## config.mk

```make
export PLATFORM = sky130hd
export DESIGN_NAME = pb_card_responder
export DESIGN_NICKNAME = d
export VERILOG_FILES = /design/src/rtl/pb_card_responder_pkg.sv /design/src/rtl/pb_sync2.sv /design/src/rtl/pb_card_responder.sv
export SDC_FILE = /design/constraint.sdc
export NUM_CORES = 1
export LEC_CHECK = 0
export ABC_CLOCK_PERIOD_IN_PS = 3900
export BUFFER_PORTS_ARGS = -buffer_cell sky130_fd_sc_hd__buf_4
export CAP_MARGIN = 30
export CELL_PAD_IN_SITES_DETAIL_PLACEMENT = 2
export CELL_PAD_IN_SITES_GLOBAL_PLACEMENT = 2
export CORE_UTILIZATION = 41
export CTS_CLUSTER_SIZE = 10
export DETAILED_ROUTE_END_ITERATION = 16
export GPL_ROUTABILITY_DRIVEN = 0
export HOLD_SLACK_MARGIN = 0.02
export PLACE_DENSITY_LB_ADDON = 0.1
export SETUP_SLACK_MARGIN = 0.02
export SLEW_MARGIN = 20
export SYNTH_ARGS = -nofsm -noshare
export SYNTH_HDL_FRONTEND = slang
export SYNTH_SLANG_ARGS = --single-unit
```

## constraint.sdc

```tcl
create_clock -name clock -period 3.9 [get_ports clock]
set_input_delay 0.39 -clock clock [delete_from_list [all_inputs] [get_ports clock]]
set_output_delay 0.39 -clock clock [all_outputs]
set_load 0.03 [all_outputs]
```

## src/rtl/pb_card_responder_pkg.sv

```systemverilog
`default_nettype none
// ============================================================================
// Module   : pb_card_responder_pkg
// Brief    : Shared types and constants for the parallel-bus card responder.
// Revision : 1.0 - initial release
// ============================================================================
package pb_card_responder_pkg;

    typedef enum logic [2:0] {
        ST_IDLE    = 3'd0,
        ST_WRITE   = 3'd1,
        ST_WR_HOLD = 3'd2,
        ST_READ    = 3'd3,
        ST_TEST    = 3'd4
    } state_t;

    typedef enum logic {
        DIR_IN  = 1'b0,
        DIR_OUT = 1'b1
    } dir_mode_t;

    // Bus strobes are active low.
    typedef enum logic {
        EN_ENABLE  = 1'b0,
        EN_DISABLE = 1'b1
    } en_mode_t;

    localparam logic [2:0] c_ADDR_REG0   = 3'd0;
    localparam logic [2:0] c_ADDR_REG1   = 3'd1;
    localparam logic [2:0] c_ADDR_REG2   = 3'd2;
    localparam logic [2:0] c_ADDR_REG3   = 3'd3;
    localparam logic [2:0] c_ADDR_REG4   = 3'd4;
    localparam logic [2:0] c_ADDR_ADC_LO = 3'd5;
    localparam logic [2:0] c_ADDR_ADC_HI = 3'd6;
    localparam logic [2:0] c_ADDR_STATUS = 3'd7;

    localparam int unsigned c_NUM_STORE = 5;

    localparam logic [3:0] c_BOARD_ALL = 4'hF;
    localparam logic [3:0] c_NO_BOARD  = 4'h0;

    function automatic logic is_storage(input logic [2:0] addr);
        return (addr <= c_ADDR_REG4);
    endfunction

endpackage
`default_nettype wire

```

## src/rtl/pb_sync2.sv

```systemverilog
`default_nettype none
// ============================================================================
// Module   : pb_sync2
// Brief    : Two-flop synchronizer with a parameterised reset value.
// Revision : 1.0 - initial release
// ============================================================================
module pb_sync2 #(
    parameter int unsigned      WIDTH     = 1,
    parameter logic [WIDTH-1:0] RESET_VAL = '0
) (
    input  logic             clock,
    input  logic             reset,
    input  logic [WIDTH-1:0] i_d,
    output logic [WIDTH-1:0] o_q
);

    logic [WIDTH-1:0] r_meta;
    logic [WIDTH-1:0] r_sync;

    always_ff @(posedge clock or posedge reset) begin
        if (reset) begin
            r_meta <= RESET_VAL;
            r_sync <= RESET_VAL;
        end else begin
            r_meta <= i_d;
            r_sync <= r_meta;
        end
    end

    assign o_q = r_sync;

endmodule
`default_nettype wire

```

## src/rtl/pb_card_responder.sv

```systemverilog
`default_nettype none
// ============================================================================
// Module   : pb_card_responder
// Brief    : Parallel-bus card: 5 byte registers, card-ID test cycle and a
//            timed ADC conversion with status/result readback.
// Revision : 1.0 - initial release
// ============================================================================
module pb_card_responder
    import pb_card_responder_pkg::*;
#(
    parameter int unsigned CARD_INDEX      = 0,
    parameter logic [7:0]  CARD_ID         = 8'hA0,
    parameter int unsigned ADC_CONV_CYCLES = 540
) (
    input  logic        clock,
    input  logic        reset,
    input  logic [3:0]  BOARD_X,
    input  logic [2:0]  AddessPort,
    input  logic        PB_RD,
    input  logic        PB_WR,
    input  logic [7:0]  bus_data_in,
    output logic [7:0]  bus_data_out,
    output logic        bus_data_oe,
    input  logic [15:0] adc_sample_in,
    output logic [31:0] out_regs,
    output logic        write_pulse,
    output logic        adc_busy
);

    localparam int unsigned      c_CNT_W    = (ADC_CONV_CYCLES > 1) ? $clog2(ADC_CONV_CYCLES) : 1;
    localparam logic [c_CNT_W-1:0] c_CNT_LOAD = c_CNT_W'(ADC_CONV_CYCLES - 1);
    localparam logic [1:0]       c_SEL_BIT  = CARD_INDEX[1:0];

    logic [3:0] w_board_s;
    logic [2:0] w_addr_s;
    logic       w_rd_s;
    logic       w_wr_s;

    pb_sync2 #(.WIDTH(4), .RESET_VAL(c_NO_BOARD)) u_sync_board (
        .clock (clock),
        .reset (reset),
        .i_d   (BOARD_X),
        .o_q   (w_board_s)
    );

    pb_sync2 #(.WIDTH(3), .RESET_VAL(3'b000)) u_sync_addr (
        .clock (clock),
        .reset (reset),
        .i_d   (AddessPort),
        .o_q   (w_addr_s)
    );

    pb_sync2 #(.WIDTH(1), .RESET_VAL(1'b1)) u_sync_rd (
        .clock (clock),
        .reset (reset),
        .i_d   (PB_RD),
        .o_q   (w_rd_s)
    );

    pb_sync2 #(.WIDTH(1), .RESET_VAL(1'b1)) u_sync_wr (
        .clock (clock),
        .reset (reset),
        .i_d   (PB_WR),
        .o_q   (w_wr_s)
    );

    state_t             r_state;
    dir_mode_t          r_dir;
    logic [7:0]         r_data_out;
    logic               r_write_pulse;
    logic [7:0]         r_regs [c_NUM_STORE];
    logic               r_wr_armed;
    logic [c_CNT_W-1:0] r_adc_cnt;
    logic               r_adc_busy;
    logic [15:0]        r_adc_result;

    logic       w_sel;
    logic       w_rd_en;
    logic       w_wr_en;
    logic       w_go_test;
    logic       w_go_write;
    logic       w_go_read;
    logic       w_take_write;
    logic       w_adc_start;
    logic [7:0] w_rd_mux;
    logic       w_unused_board;

    assign w_sel          = w_board_s[c_SEL_BIT];
    assign w_unused_board = ^w_board_s;
    assign w_rd_en        = (w_rd_s == EN_ENABLE);
    assign w_wr_en        = (w_wr_s == EN_ENABLE);

    assign w_go_test    = w_sel & w_rd_en & w_wr_en;
    assign w_go_write   = w_sel & w_wr_en & ~w_rd_en & r_wr_armed;
    assign w_go_read    = w_sel & w_rd_en & ~w_wr_en;
    assign w_take_write = (r_state == ST_IDLE) & w_go_write;
    assign w_adc_start  = w_take_write & (w_addr_s == c_ADDR_STATUS);

    always_comb begin
        w_rd_mux = '0;
        case (w_addr_s)
            c_ADDR_ADC_LO: w_rd_mux = r_adc_result[7:0];
            c_ADDR_ADC_HI: w_rd_mux = r_adc_result[15:8];
            c_ADDR_STATUS: w_rd_mux = {7'b0, r_adc_busy};
            default:       w_rd_mux = r_regs[w_addr_s];
        endcase
    end

    // A write is only allowed after WR has been seen released, so a strobe
    // held across TEST exit, sel changes or reset release cannot fire one.
    always_ff @(posedge clock or posedge reset) begin
        if (reset) begin
            r_wr_armed <= 1'b0;
        end else if (!w_wr_en) begin
            r_wr_armed <= 1'b1;
        end else if (!w_sel || w_take_write || ((r_state == ST_IDLE) && w_go_test)) begin
            r_wr_armed <= 1'b0;
        end
    end

    always_ff @(posedge clock or posedge reset) begin
        if (reset) begin
            r_state       <= ST_IDLE;
            r_dir         <= DIR_IN;
            r_data_out    <= '0;
            r_write_pulse <= 1'b0;
            for (int i = 0; i < c_NUM_STORE; i++) begin
                r_regs[i] <= '0;
            end
        end else begin
            r_write_pulse <= 1'b0;
            r_dir         <= DIR_IN;
            r_data_out    <= '0;
            case (r_state)
                ST_IDLE: begin
                    if (w_go_test) begin
                        r_state    <= ST_TEST;
                        r_dir      <= DIR_OUT;
                        r_data_out <= CARD_ID;
                    end else if (w_go_write) begin
                        // Data is captured on entry, so it is visible for the whole WRITE cycle.
                        r_state       <= ST_WRITE;
                        r_write_pulse <= 1'b1;
                        if (is_storage(w_addr_s)) begin
                            r_regs[w_addr_s] <= bus_data_in;
                        end
                    end else if (w_go_read) begin
                        r_state    <= ST_READ;
                        r_dir      <= DIR_OUT;
                        r_data_out <= w_rd_mux;
                    end
                end
                ST_WRITE: begin
                    r_state <= w_sel ? ST_WR_HOLD : ST_IDLE;
                end
                ST_WR_HOLD: begin
                    if (!w_wr_en || !w_sel) begin
                        r_state <= ST_IDLE;
                    end
                end
                ST_READ: begin
                    if (!w_rd_en || !w_sel) begin
                        r_state <= ST_IDLE;
                    end else begin
                        r_dir      <= DIR_OUT;
                        r_data_out <= w_rd_mux;
                    end
                end
                ST_TEST: begin
                    if (!w_rd_en || !w_wr_en || !w_sel) begin
                        r_state <= ST_IDLE;
                    end else begin
                        r_dir      <= DIR_OUT;
                        r_data_out <= CARD_ID;
                    end
                end
                default: r_state <= ST_IDLE;
            endcase
        end
    end

    // Conversion timer: a new start always reloads, even mid-conversion.
    always_ff @(posedge clock or posedge reset) begin
        if (reset) begin
            r_adc_cnt    <= '0;
            r_adc_busy   <= 1'b0;
            r_adc_result <= '0;
        end else if (w_adc_start) begin
            r_adc_cnt  <= c_CNT_LOAD;
            r_adc_busy <= 1'b1;
        end else if (r_adc_busy) begin
            if (r_adc_cnt == '0) begin
                r_adc_result <= adc_sample_in;
                r_adc_busy   <= 1'b0;
            end else begin
                r_adc_cnt <= r_adc_cnt - 1'b1;
            end
        end
    end

    assign bus_data_out = r_data_out;
    assign bus_data_oe  = (r_dir == DIR_OUT);
    assign write_pulse  = r_write_pulse;
    assign adc_busy     = r_adc_busy;
    assign out_regs     = {r_regs[3], r_regs[2], r_regs[1], r_regs[0]};

endmodule
`default_nettype wire

```

==> flow_summary_export.csv <==
group,metric,value,unit
logic_synthesis,synth_cell_type_count,52,
sta,tightestPinTransition,918,ps
logic_synthesis,netlist_area,4310,um^2
finish,areaGrowthSynthToFinish,16.5,%
clock_tree,clock_path_buffers,2,
worst_hold_path,hp-class,"primary input to async pin",
floorplanning,die_area,10900,um^2
route,ant_nets,0,
floorplanning,die_w,104,um
floorplanning,row_count,37,
place,io_buffers,74,
sta,period_share,61.7,%
sta,hold_violations,0,
global_route,grt_overflow_total,0,
setup_path,cp.buffers_inverters,0,
logic_synthesis,async_flop_share,100,%
pwr,ir_drop,0.000217,V
sta,skew,10.8,ps
logic_synthesis,synth-edff-count,0,
logic_synthesis,synth_top_flop_cell,"dfrtp_1",
global_route,grt_pass1_vias,3067,
sta,fin_crit,2410,ps
flow_run,drv_cap,0,
clock_tree,numCtsBuffers,9,
floorplanning,ios,78,
clock_tree,clock_sinks,93,
sta,setup_viol,0,
finish,instances_no_fill,515,
sta,hold_ws,124,ps
route,via_per_inst,5.23,
floorplanning,initial_core_util,42.1,%
clock_tree,cts_tree,"done",
setup_path,crit_slowest_cell,"dfrtp_1",
clock_tree,cts_resized,0,
place,placed_cells,499,
clock_tree,insertion_delay,360,ps
logic_synthesis,syn_nets,362,
route,first_pass_iters,4,
clock_tree,clk_pin_slew_worst_paths,90,ps
clock_tree,cts_hold_buf,0,
logic_synthesis,synth_top_area_share,51.7,%
logic_synthesis,ys_top_cells_by_count,"dfrtp_1 (89), mux2_2 (55), buf_4 (32), nor2_1 (21), a21oi_1 (12)",
global_route,grt_max_degree,55,
logic_synthesis,yosys_warnings,0,
setup_path,cp.arrival,2650,ps
setup_path,cp_max_fo,19,
clock_tree,cts_root_buf,"clkbuf_8",
outcome,status,"completed",
setup_path,worstPathRequired,4140,ps
sta,tns,0,ps
global_route,grt_pass1_wl,17400,um
clock_tree,h-tree-depth,3,
setup_path,crit_family,"flip-flops",
sta,slew_violations,0,
place,hpwl,7470,um
logic_synthesis,netlist_instances,326,
logic_synthesis,ys_ff_latch,93,
sta,slew_headroom,38.8,%
setup_path,crit_type,"flip-flop to flip-flop",
pwr,p_leak,2.37,nW
route,wl_per_cell,20.8,um
logic_synthesis,yosys.area.top_type,"dfrtp_1",
finish,layout-drive-gt1-share,48.3,%
logic_synthesis,yosysMostFrequentCell,"dfrtp_1",
clock_tree,cts_setup_buffers,0,
setup_path,timing.critical_path.cells,"and3_1 -> nand3_1 -> nand2_2 -> mux2_2",
route,vias,2695,
route,drt-total-wl,10700,um
setup_path,endpoint_kind,"flip-flop",
route,drt_iter0_drc,70,
finish,final_nets,410,
floorplanning,dieHeight,104,um
sta,timing.fmax,0.415,GHz
global_route,grt_usage,21.1,%
finish,fillers,1010,
finish,final_util,49.0,%
global_route,antenna_found_initial,0,
logic_synthesis,ys_seq_area_share,54.2,%
setup_path,critPathLaunchType,"flip-flop",
logic_synthesis,synthTopCellsByArea,"dfrtp_1 (52%), mux2_2 (14%), buf_4 (5.6%)",
setup_path,critical_path.max_stage_delay,950,ps
pwr,power_density,546,nW/um^2
logic_synthesis,syn_avg_cell_area,13.2,um^2
route,drc,0,
floorplanning,core,10200,um^2
sta,rsz0062_at_grt,"no",
finish,n_antenna_cell,0,
-- area by class of cell --
class,instances,area (um^2),area share [%]
sequential,93,2330,46.5
multi-input combinational,183,1650,33.0
timing repair buffer,80,613,12.2
tap,136,170,3.39
clock buffer,12,165,3.29
clock inverter,4,55.1,1.10
inverter,7,27.5,0.549
-- metrics by stage --
stage          worst slack (ps)  area, um^2  total power [W]
2_1_floorplan              1100        4310          0.00186
3_3_place_gp               1540        4800          0.00201
3_5_place_dp               1490        4800          0.00208
4_1_cts                    1470        5020          0.00278
5_1_grt                    1330        5020          0.00289
6_report                   1490        5020          0.00274
-- worst paths after layout --
path | depth (start not counted) | slack (ps) | to | startpoint
setup / recovery | 4 | 1490 | r_adc_result[9] | u_sync_addr.o_q[2]
hold / removal | 2 | 120 | out_regs[2] | reset
setup reg to reg | 4 | 1490 | r_adc_result[9] | u_sync_addr.o_q[2]
hold reg to reg | 0 | 360 | u_sync_board.o_q[0] | u_sync_board.r_meta[0]
max in group asynchronous | 3 | 2990 | u_sync_rd.r_meta | reset
min in group clock | 1 | 130 | u_sync_wr.r_meta | PB_WR
-- flip-flops by register name (all words and copies together) (netlist names), 3 cells and up --
name	count
u_sync_addr.r_meta	3
r_adc_result	16
u_sync_addr.o_q	3
r_regs	8
bus_data_out	8
r_state	3
out_regs	32
r_adc_cnt	10
-- worst reg2reg max path: cells and delay by family (launching register included) --
family | cells | cell delay, ps
muxes | 1 | 410
and+or+nand+nor | 3 | 940
DFF | 1 | 950
-- where the power goes --
| group | total, W | internal (W) | switching, W |
|---|---|---|---|
| Clock | 0.000687 | 0.000351 | 0.000336 |
| Combinational | 0.000700 | 0.000350 | 0.000349 |
| Sequential | 0.00135 | 0.00116 | 0.000187 |
-- placed cells by master, fill, tap and decap left out, types with 2 or more instances in the layout --
cell type / count
buf_4: 79
o21ai_0: 5
a211o_1: 2
or4_4: 2
clkinv_4: 2
nand2_2: 2
mux2_2: 55
a21oi_1: 12
nand2b_1: 3
o2bb2ai_1: 2
nand2_1: 10
mux4_2: 9
or3_1: 4
a31o_2: 2
a211oi_1: 5
nor2_1: 21
nor3b_1: 3
nor3_2: 2
clkbuf_8: 12
mux2i_1: 10
inv_1: 6
and3_1: 2
nor4_1: 3
xnor2_1: 2
xor2_1: 2
dfstp_2: 4
nand3_1: 3
dfrtp_1: 89
-- logic make-up (layout without fill, tap and decap cells) --
logic type | Yosys count | count (layout) | share of synthesized area [%]
and+or+nand+nor | 71 | 71 | 10.6
xor gates and xnor gates | 4 | 4 | 0.814
adders and majority gates | 1 | 1 | 0.290
AOI/OAI and AO/OA | 32 | 32 | 4.88
buffers and inverters | 50 | 103 | 7.47
muxes | 75 | 75 | 21.8
DFF | 93 | 93 | 54.2
-- metal layers --
metal	part of all wire [%]	GRT usage, %	routed length (um)
met1	43	27.0	4660
met3	2.9	3.82	313
met5	0	0	0
met2	53	36.7	5660
met4	0.83	5.51	89
No activity file was read; power rests on OpenSTA's default activity.
